**src/rtl/csr_file.sv**
```systemverilog
// csr_file: architectural CSR storage for the LA32 core.
// Holds the CSR state. It takes writes from the exception unit and from CSR instructions,
// and it runs the stable timer that drives the timer interrupt.

package csr_pkg;

   typedef struct packed {
      logic [31:0] crmd;
      logic [31:0] prmd;
      logic [31:0] ecfg;
      logic [31:0] estat;
      logic [31:0] era;
      logic [31:0] badv;
      logic [31:0] eentry;
      logic [31:0] tlbrentry;
      logic [31:0] save0;
      logic [31:0] save1;
      logic [31:0] save2;
      logic [31:0] save3;
      logic [31:0] tid;
      logic [31:0] tcfg;
      logic [31:0] tval;
      logic [31:0] ticlr;
   } csr_t;

   typedef struct packed {
      logic        we;
      logic [31:0] crmd;
      logic [31:0] prmd;
      logic [31:0] estat;
      logic [31:0] era;
      logic [31:0] badv;
   } excp_wr_csr_req_t;

   localparam logic [13:0] CsrCrmd      = 14'h0;
   localparam logic [13:0] CsrPrmd      = 14'h1;
   localparam logic [13:0] CsrEcfg      = 14'h4;
   localparam logic [13:0] CsrEstat     = 14'h5;
   localparam logic [13:0] CsrEra       = 14'h6;
   localparam logic [13:0] CsrBadv      = 14'h7;
   localparam logic [13:0] CsrEentry    = 14'hC;
   localparam logic [13:0] CsrSave0     = 14'h30;
   localparam logic [13:0] CsrSave1     = 14'h31;
   localparam logic [13:0] CsrSave2     = 14'h32;
   localparam logic [13:0] CsrSave3     = 14'h33;
   localparam logic [13:0] CsrTid       = 14'h40;
   localparam logic [13:0] CsrTcfg      = 14'h41;
   localparam logic [13:0] CsrTval      = 14'h42;
   localparam logic [13:0] CsrTiclr     = 14'h44;
   localparam logic [13:0] CsrTlbrentry = 14'h88;

endpackage

module csr_file
   import csr_pkg::*;
#(
   parameter logic [31:0] CORE_ID = 32'h0
) (
   input  logic             clk,
   input  logic             rst,
   input  logic [7:0]       hwi_in,
   input  excp_wr_csr_req_t excp_req,
   input  logic             inst_csr_we,
   input  logic [13:0]      inst_csr_addr,
   input  logic [31:0]      inst_csr_wdata,
   input  logic [31:0]      inst_csr_wmask,
   output logic [31:0]      inst_csr_rdata,
   output csr_t             rd_csr,
   output logic             ti_out
);

   localparam logic [31:0] CrmdMask  = 32'h0000_01FF;
   localparam logic [31:0] PrmdMask  = 32'h0000_0007;
   localparam logic [31:0] EcfgMask  = 32'h0000_1BFF;
   localparam logic [31:0] EntryMask = 32'hFFFF_FFC0;

   csr_t        csr_q, csr_d;
   logic        armed_q, armed_d;
   logic [31:0] wr_val;
   logic        ticlr_clr;
   logic        timer_fire;

   // ESTAT bits the exception unit never supplies are deliberately ignored.
   logic unused_excp_estat;
   assign unused_excp_estat = ^{excp_req.estat[31], excp_req.estat[15:2]};

   // Combinational read port; TICLR and unmapped numbers read as zero.
   always_comb begin
      inst_csr_rdata = '0;
      case (inst_csr_addr)
         CsrCrmd:      inst_csr_rdata = csr_q.crmd;
         CsrPrmd:      inst_csr_rdata = csr_q.prmd;
         CsrEcfg:      inst_csr_rdata = csr_q.ecfg;
         CsrEstat:     inst_csr_rdata = csr_q.estat;
         CsrEra:       inst_csr_rdata = csr_q.era;
         CsrBadv:      inst_csr_rdata = csr_q.badv;
         CsrEentry:    inst_csr_rdata = csr_q.eentry;
         CsrSave0:     inst_csr_rdata = csr_q.save0;
         CsrSave1:     inst_csr_rdata = csr_q.save1;
         CsrSave2:     inst_csr_rdata = csr_q.save2;
         CsrSave3:     inst_csr_rdata = csr_q.save3;
         CsrTid:       inst_csr_rdata = csr_q.tid;
         CsrTcfg:      inst_csr_rdata = csr_q.tcfg;
         CsrTval:      inst_csr_rdata = csr_q.tval;
         CsrTlbrentry: inst_csr_rdata = csr_q.tlbrentry;
         default:      inst_csr_rdata = '0;
      endcase
   end

   // Next-state: timer tick, then exception or instruction write, then hardware IS bits.
   always_comb begin
      csr_d      = csr_q;
      armed_d    = armed_q;
      ticlr_clr  = 1'b0;
      timer_fire = 1'b0;
      // Masked merge against the current value; TICLR's old value is zero.
      wr_val     = (inst_csr_rdata & ~inst_csr_wmask) | (inst_csr_wdata & inst_csr_wmask);

      if (armed_q) begin
         if (csr_q.tval != 32'h0) begin
            csr_d.tval = csr_q.tval - 32'h1;
         end else begin
            timer_fire = 1'b1;
            if (csr_q.tcfg[1]) begin
               csr_d.tval = {csr_q.tcfg[31:2], 2'b00};
            end else begin
               csr_d.tval = 32'hFFFF_FFFF;
               armed_d    = 1'b0;
            end
         end
      end

      if (excp_req.we) begin
         // The exception update takes priority, and the instruction write is dropped.
         csr_d.crmd         = excp_req.crmd;
         csr_d.prmd         = excp_req.prmd;
         csr_d.era          = excp_req.era;
         csr_d.badv         = excp_req.badv;
         csr_d.estat[30:16] = excp_req.estat[30:16];
         csr_d.estat[1:0]   = excp_req.estat[1:0];
      end else if (inst_csr_we) begin
         case (inst_csr_addr)
            CsrCrmd:      csr_d.crmd       = wr_val & CrmdMask;
            CsrPrmd:      csr_d.prmd       = wr_val & PrmdMask;
            CsrEcfg:      csr_d.ecfg       = wr_val & EcfgMask;
            CsrEstat:     csr_d.estat[1:0] = wr_val[1:0];
            CsrEra:       csr_d.era        = wr_val;
            CsrBadv:      csr_d.badv       = wr_val;
            CsrEentry:    csr_d.eentry     = wr_val & EntryMask;
            CsrSave0:     csr_d.save0      = wr_val;
            CsrSave1:     csr_d.save1      = wr_val;
            CsrSave2:     csr_d.save2      = wr_val;
            CsrSave3:     csr_d.save3      = wr_val;
            CsrTid:       csr_d.tid        = wr_val;
            CsrTlbrentry: csr_d.tlbrentry  = wr_val & EntryMask;
            CsrTcfg: begin
               csr_d.tcfg = wr_val;
               csr_d.tval = {wr_val[31:2], 2'b00};
               armed_d    = wr_val[0];
            end
            CsrTiclr:     ticlr_clr        = wr_val[0];
            default:      ;
         endcase
      end

      csr_d.estat[9:2] = hwi_in;
      if (ticlr_clr) begin
         csr_d.estat[11] = 1'b0;
      end
      // A timer expiry in the same cycle as a clear leaves the interrupt pending.
      if (timer_fire) begin
         csr_d.estat[11] = 1'b1;
      end
      csr_d.ticlr = '0;
   end

   // State registers with synchronous reset.
   always_ff @(posedge clk) begin
      if (rst) begin
         csr_q      <= '0;
         csr_q.crmd <= 32'h0000_0008;
         csr_q.tid  <= CORE_ID;
         armed_q    <= 1'b0;
      end else begin
         csr_q   <= csr_d;
         armed_q <= armed_d;
      end
   end

   assign rd_csr = csr_q;
   assign ti_out = csr_q.estat[11];

endmodule

```
**config.mk**
```make
export PLATFORM = sky130hd
export DESIGN_NAME = csr_file
export DESIGN_NICKNAME = d
export VERILOG_FILES = /design/src/rtl/csr_file.sv
export SDC_FILE = /design/constraint.sdc
export NUM_CORES = 1
export LEC_CHECK = 0
export CORE_AREA = 2 2 308 310
export DETAILED_ROUTE_END_ITERATION = 12
export DIE_AREA = 0 0 310 312
export HOLD_SLACK_MARGIN = 0.02
export SYNTH_ARGS = -nofsm -noshare
export SYNTH_HDL_FRONTEND = slang
export SYNTH_SLANG_ARGS = --single-unit
```
**constraint.sdc**
```tcl
create_clock -name clk -period 3 [get_ports clk]
set_clock_uncertainty 0.05 [all_clocks]
set_input_delay 0.45 -clock clk [delete_from_list [all_inputs] [get_ports clk]]
set_output_delay 0.45 -clock clk [all_outputs]
set_load 0.02 [all_outputs]
```
==> impl_results.md, run 1 <==
- Mapped cell area: approximately 22000 um2
- Buf+Inv Stages, Crit Path: 6
- Slew Limit Headroom: 0.3994
- Grt ovf: 0
- Clock Latency Late Sink: ~0.65 ns
- Die H: 312 um
- R2R Setup Slk: 0.04 ns
- Max rail drop VDD: 0.4019 mV
- Switching Fraction: 0.2801
- IO buf count: 709
- EDFF count, synth: 0
- # hold bufs at CTS: 0
- HPWL after DPL: 135000 um
- Commonest non-fill, non-tap cell in the layout: clkdlybuf4s50_1
- Final Hold Viols: 0
- Fin crit share: 1.056
- Status: complete, but fails checks
- Synthesis warning total: 0
- Number of buffers created by CTS: 55
- CTS tree: built
- Delay-heaviest family, CP: simple AND/OR/NAND/NOR gates
- Post-place instance area: 34430 um2
- Async S/R FF share, synth: 0
- Slew Viols, Final: 0
- RSZ-0062 raised after global routing: yes
- Sw power: 4.457 mW
- CP Data Arrival Time: 2.67 ns
- Initial antenna violation count: 17
- Hold Slack: 0.1933 ns
- Hold Crit Class: input port to flip-flop
- Seq pwr share: 0.391
- Most frequent cells in the layout: clkdlybuf4s50_1 (661), buf_4 (468), dfxtp_1 (438)
- Num ports: 795
- Combinational share of power: 0.139
- Post-DRT Antenna Nets: 0
- Row cnt: 112
- Tightest Pin Transition: 0.9008 ns
- Clock power frac: 0.471
- Gr usage total: 0.3337
- Slowest CP cell: or4_4
- Routed len/inst: 32.60 um
- H-Tree Depth: 2
- Final instance area: approximately 38000 um2
- Vias in the first global route: 27247
- Detailed router's first-iteration violation count: around 3800
- Area Overhead vs Synth: 71.03%
- Global-route wire length before repair: 227100 um
- Largest net degree at the start of global routing: around 120
- WS Path Type: input port to output port
- P per Cell Area: 417.1 nW/um2
- Int Power: 11.45 mW
- Dominant synthesized flop cell: dfxtp_1
- Largest stage delay, worst path: 0.55 ns
- Die area: 96720 um2
- Vias per Instance: 5.621
- Startpoint types: input port
- Failing checks: setup timing
- Fmax: 315.8 MHz
- CTS root buf: clkbuf_16
- CP Cell Sequence: buf_8 -> or4_4 -> buf_12 -> buf_12 -> nor4_4 -> buf_4 -> buf_8 -> a32o_1 -> a221o_1 -> or3_4 -> buf_6
- Core Box Area: 93050 um2
- Sequential-to-total area share from yosys stat: 0.3977
- Required time of the critical path: 2.50 ns
- Die Wd: 310 um
- Clock buffer depth: 3
- Post-Synthesis Cells: 2785
- Num Clock Sinks: between 400 and 500
- Setup slack after layout: -0.1667 ns
- Final worst path period need: 3.167 ns
- # DRC: 0
- Routed vias: around 29000
- Worst Setup End Kind: output port
- Final #Nets: around 4100
- Flops & latches, synth: 443
- Total Wirelength: between 150000 and 200000 um
- Yosys cell types: 88
- Clk slew on worst S/H paths: 0.06 ns
- Max-cap viol count: 0
- Setup Viol. Count Final: 19
- Starting Density: 0.2397
- DRT Pass-1 Iters: 7
- Leak: ~14 nW
- RePlAce Congestion: 1.006
- Synth Area per Inst: 8.007 um2
- Share of layout cells above drive strength 1: 0.2279
- Crit Path Max Fanout: 7
## final cells by class
class	instances	area, um2
antenna	5	12.51
tap	1254	1569
timing repair buffer	1299	12930
fill	9408	54910
multi-input combinational	2039	12620
sequential	443	8880
inverter	36	135.1
clock inverter	27	407.9
clock buffer	75	1583
## state kept, by name, summed over array words and instances, names as in the netlist
name	count
rd_csr	442
armed_q	1
## worst register-to-register path: cells and delay by family, from the launching register on
family	cells	cell delay, ns
compound gates	4	0.82
buf+inv	1	0.21
simple gates	3	1.46
flops	1	0.37
## metrics by stage
| step | power [mW] | std cells | TNS [ns] | utilization | setup slack, ns |
|---|---|---|---|---|---|
| after detailed placement | 8.383 | 4988 | -236.59 | 0.3700 | -0.9101 |
| after floorplan | 7.108 | 2854 | 0 | - | 0.08340 |
| after CTS | 15.89 | 5150 | -0.6506 | 0.4053 | -0.1043 |
| final | 15.91 | 5178 | -1.073 | 0.4099 | -0.1667 |
| after global placement | 8.382 | 4988 | -226.53 | 0.3700 | -0.9088 |
| after global routing | 16.25 | 5177 | -2.028 | 0.4099 | -0.1749 |
## power groups by stage
| stage | Sequential (mW) | Combinational [mW] | Clock (mW) |
|---|---|---|---|
| final | 6.22 | 2.21 | 7.49 |
| after global routing | 6.21 | 2.28 | 7.76 |
| after CTS | 6.20 | 2.14 | 7.54 |
| after detailed placement | 6.33 | 2.05 | 0 |
| after global placement | 6.33 | 2.05 | 0 |
| after floorplan | 6.35 | 0.758 | 0 |
## kinds of logic (layout without fill, tap and decap cells)
logic type / count (synthesis) / after routing / share of synthesized area
xor+xnor: 2 / 2 / 0.0007856
compound gates: 843 / 843 / 0.2488
flops: 443 / 443 / 0.3977
fa+ha+maj: 2 / 2 / 0.001122
buf+inv: 372 / 1437 / 0.08057
mux: 89 / 89 / 0.04270
other cells: 1 / 75 / 0.0001682
simple gates: 1033 / 1033 / 0.2282
## per-layer routing
metal / global-route usage / vias to the layer above / share of wire
li1: - / 12311 / -
met1: 0.4245 / 14268 / 0.39
met2: 0.5170 / 2048 / 0.44
met3: 0.1035 / 459 / 0.12
met4: 0.1464 / 18 / 0.054
met5: 0 / - / 0.00069
## synth_stat cells, types with 7 or more instances
cell type	count	area (um2)
dfxtp_1	443	8869
nand2_1	341	1280
nand3_1	256	1281
a21oi_1	240	1201
nor2_1	174	653.1
clkbuf_1	172	645.6
a22oi_1	126	945.9
o21ai_1	92	460.4
buf_4	79	593.1
o21ai_0	72	360.4
mux2i_1	67	670.6
buf_2	65	325.3
nor3_1	43	215.2
inv_1	35	131.4
o22ai_1	30	187.7
a221oi_1	28	245.2
nand2b_1	27	168.9
a31oi_1	26	162.7
o2bb2ai_1	25	219.0
a32oi_1	24	210.2
nor2b_1	24	150.1
nor4_1	24	150.1
and2_1	21	131.4
a211oi_1	19	142.6
mux2_2	19	214.0
o31ai_1	18	135.1
buf_1	17	63.81
nand4_1	16	100.1
a2bb2oi_1	13	113.9
o211ai_1	13	97.59
a222oi_1	12	120.1
a22o_1	12	105.1
and3_1	12	75.07
o221ai_1	12	105.1
or2_2	11	68.82
or3_1	11	68.82
o21a_1	9	67.56
a221o_1	7	70.07
a32o_1	7	70.07
nand3b_1	7	52.55
o2111ai_1	7	61.31
## what timing repair did
action	4_1_cts	5_1_grt
pin swaps	56	36
buffers inserted	62	26
gates resized for setup	243	65
cloned	4	0
endpoints found under the setup margin	116	32
## path summary, 6_finish.rpt
kind	from	end	cells past startpoint
worst min-delay path	rst	rd_csr[409]$_SDFFE_PP0P_	2
worst min register to register	rd_csr[173]$_SDFFE_PP0P_	rd_csr[173]$_SDFFE_PP0P_	2
worst max-delay path	inst_csr_addr[7]	inst_csr_rdata[7]	11
worst max register to register	rd_csr[58]$_SDFF_PP0_	rd_csr[41]$_SDFF_PP0_	8
Power figures use the tool's default switching activity.
==> inputs of run 2 (changes only) <==
--- a/config.mk
+++ b/config.mk
@@ -5,10 +5,13 @@
 export SDC_FILE = /design/constraint.sdc
 export NUM_CORES = 1
 export LEC_CHECK = 0
-export CORE_AREA = 2 2 308 310
+export CELL_PAD_IN_SITES_DETAIL_PLACEMENT = 2
+export CELL_PAD_IN_SITES_GLOBAL_PLACEMENT = 2
+export CORE_AREA = 2 2 311 313
 export DETAILED_ROUTE_END_ITERATION = 12
-export DIE_AREA = 0 0 310 312
+export DIE_AREA = 0 0 313 315
 export HOLD_SLACK_MARGIN = 0.02
+export PLACE_DENSITY_LB_ADDON = 0.1
 export SYNTH_ARGS = -nofsm -noshare
 export SYNTH_HDL_FRONTEND = slang
 export SYNTH_SLANG_ARGS = --single-unit
==> impl_results.md, run 2 (synthesized netlist as in run 1, its figures left out) <==
- Routed len/inst: 35.69 um (+9.5%)
- Setup Viol. Count Final: 13 (-6)
- WS Path Type: input port to output port
- Hold Slack: 0.1193 ns (-0.07400 ns)
- Failing checks: setup timing
- RSZ-0062 raised after global routing: yes
- R2R Path Start: rd_csr[59]$_SDFF_PP0_
- Max-cap viol count: 0 (unchanged)
- Most frequent cells in the layout: clkdlybuf4s50_1 (661), buf_4 (503), dfxtp_1 (437)
- Required time of the critical path: 2.50 ns (about the same)
- HPWL after DPL: 148300 um (+9.9%)
- Num Clock Sinks: 443 (unchanged)
- CP Cell Sequence: buf_6 -> or4_4 -> buf_8 -> buf_12 -> nor4_4 -> buf_6 -> buf_6 -> a22o_1 -> a21oi_2 -> nand4b_1 -> buf_6
- Initial antenna violation count: 10 (-7)
- Worst Setup SP: inst_csr_addr[10]
- Tightest Pin Transition: 1.370 ns (+0.4689 ns)
- P per Cell Area: 410.4 nW/um2 (-1.6%)
- Area Overhead vs Synth: 71.59%
- Row cnt: 114 (+1.8%)
- Gr usage total: 0.3623 (+0.02861)
- Share of layout cells above drive strength 1: 0.2424 (+0.01454)
- Post-DRT Antenna Nets: 0 (unchanged)
- IO buf count: 709 (unchanged)
- Routed vias: 29438 (+1.1%)
- Final worst path period need: 3.203 ns (+0.03650 ns)
- Setup slack after layout: -0.2032 ns (-0.03650 ns)
- Fmax: 312.2 MHz (-1.1%)
- Post-place setup slack: -0.9839 ns (-0.07383 ns)
- DRT Pass-1 Iters: 7 (unchanged)
- Final #Nets: 4161 (+0.85%)
- Die area: 98600 um2 (+1.9%)
- Number of buffers created by CTS: 57 (+3.6%)
- Largest stage delay, worst path: 0.59 ns (+0.04 ns)
- Crit Path Max Fanout: 7 (unchanged)
- Clock Latency Late Sink: 0.66 ns (about the same)
- Largest net degree at the start of global routing: 176 (+42%)
- Hold_sp: excp_req[160]
- Max rail drop VDD: 0.4275 mV (+6.4%)
- Clock buffer depth: 3 (unchanged)
- Hold Crit Class: input port to flip-flop
- Status: complete, but fails checks
- Worst Setup End Kind: output port
- RePlAce Congestion: 0.9623 (-4.4%)
- Detailed router's first-iteration violation count: 2599 (-32%)
- Startpoint types: input port
- Slew Limit Headroom: 0.08684 (-0.3126)
- Clk slew on worst S/H paths: 0.06 ns (about the same)
- Starting Density: 0.2330 (-0.006661)
- # DRC: 0 (unchanged)
- Num ports: 795 (unchanged)
- CP dominant cell by count: buf_6
- Total Wirelength: 186800 um (+11%)
- Slew Viols, Final: 0 (unchanged)
- Final Hold Viols: 0 (unchanged)
- Vias in the first global route: 30456 (+12%)
- Global-route wire length before repair: 252600 um (+11%)
- Commonest non-fill, non-tap cell in the layout: clkdlybuf4s50_1
- Fin crit share: 1.068 (+0.01217)
- Core Box Area: 95710 um2 (+2.9%)
- Max reg flops: 442 (unchanged)
- CTS root buf: clkbuf_16
- Die Wd: 313 um (+0.97%)
- Slowest CP cell: or4_4
- Vias per Instance: 5.624 (about the same)
- Grt ovf: 0 (unchanged)
- Leak: 14.42 nW (+0.42%)
- CTS tree: built
- CP Data Arrival Time: 2.70 ns (+0.03 ns)
- Die H: 315 um (+0.96%)
- H-Tree Depth: 2 (unchanged)
## run 2: cell types whose count changed in the layout (fill, tap and decap cells not counted), sizes merged, moves of 2 or more
| cell | change |
|---|---|
| bufinv | -6 |
| buf | +27 |
| bufbuf | +3 |
| clkdlybuf4s15 | +3 |
| dlygate4sd2 | +2 |
| inv | -4 |
| clkinv | +8 |
## run 2: cell type report
type                    count  area (um2)
fillers                 10566       57450
repair buffers           1332       12950
multi-input cells        2039       12800
flip-flops and latches    443        8876
clock buffers              76        1660
well taps                1276        1597
clock inverters            26       232.7
inverters                  36       135.1
diodes                      6       15.01
## run 2: worst max-delay path, delay by kind of cell
family          cells  cell delay, ns
compound gates      2            0.20
buf+inv             6            0.85
simple gates        3            1.18
## run 2: power breakdown
part	switching, mW	total, mW	internal, mW
Combinational	1.28	2.26	0.977
Sequential	0.230	6.23	6.00
Clock	3.09	7.21	4.12
## run 2: metrics by stage
stage	total power, mW	cells	instance area [um2]	TNS (ns)	utilization
2_1_floorplan	7.108	2854	22560	0	-
3_3_place_gp	8.411	5033	34310	-282.24	0.3585
3_5_place_dp	8.437	5033	34310	-286.20	0.3585
4_1_cts	15.71	5204	37560	-0.6803	0.3924
5_1_grt	16.11	5229	38250	-1.596	0.3997
6_report	15.70	5234	38260	-1.087	0.3998
## run 2: final timing paths
kind                              end  slack [ns]  cells after the start
max                inst_csr_rdata[28]       -0.20                     11
min          rd_csr[321]$_SDFFE_PP0P_        0.12                      2
max reg2reg     rd_csr[44]$_SDFF_PP0_        0.12                      8
min reg2reg  rd_csr[189]$_SDFFE_PP0P_        0.42                      2
## run 2: repair_timing
item | CTS | global route
endpoints found under the hold margin | 0 | 0
buffers inserted | 67 | 32
gates resized for setup | 262 | 101
setup endpoints to repair | 221 | 38
gates cloned | 6 | 1
hold buffers | 0 | 0
pin swaps | 57 | 51
## run 2: metal layers
layer,track usage,part of all wire
met1,0.4768,0.42
met2,0.5856,0.46
met3,0.07335,0.078
met4,0.1323,0.043
met5,0,0.00014
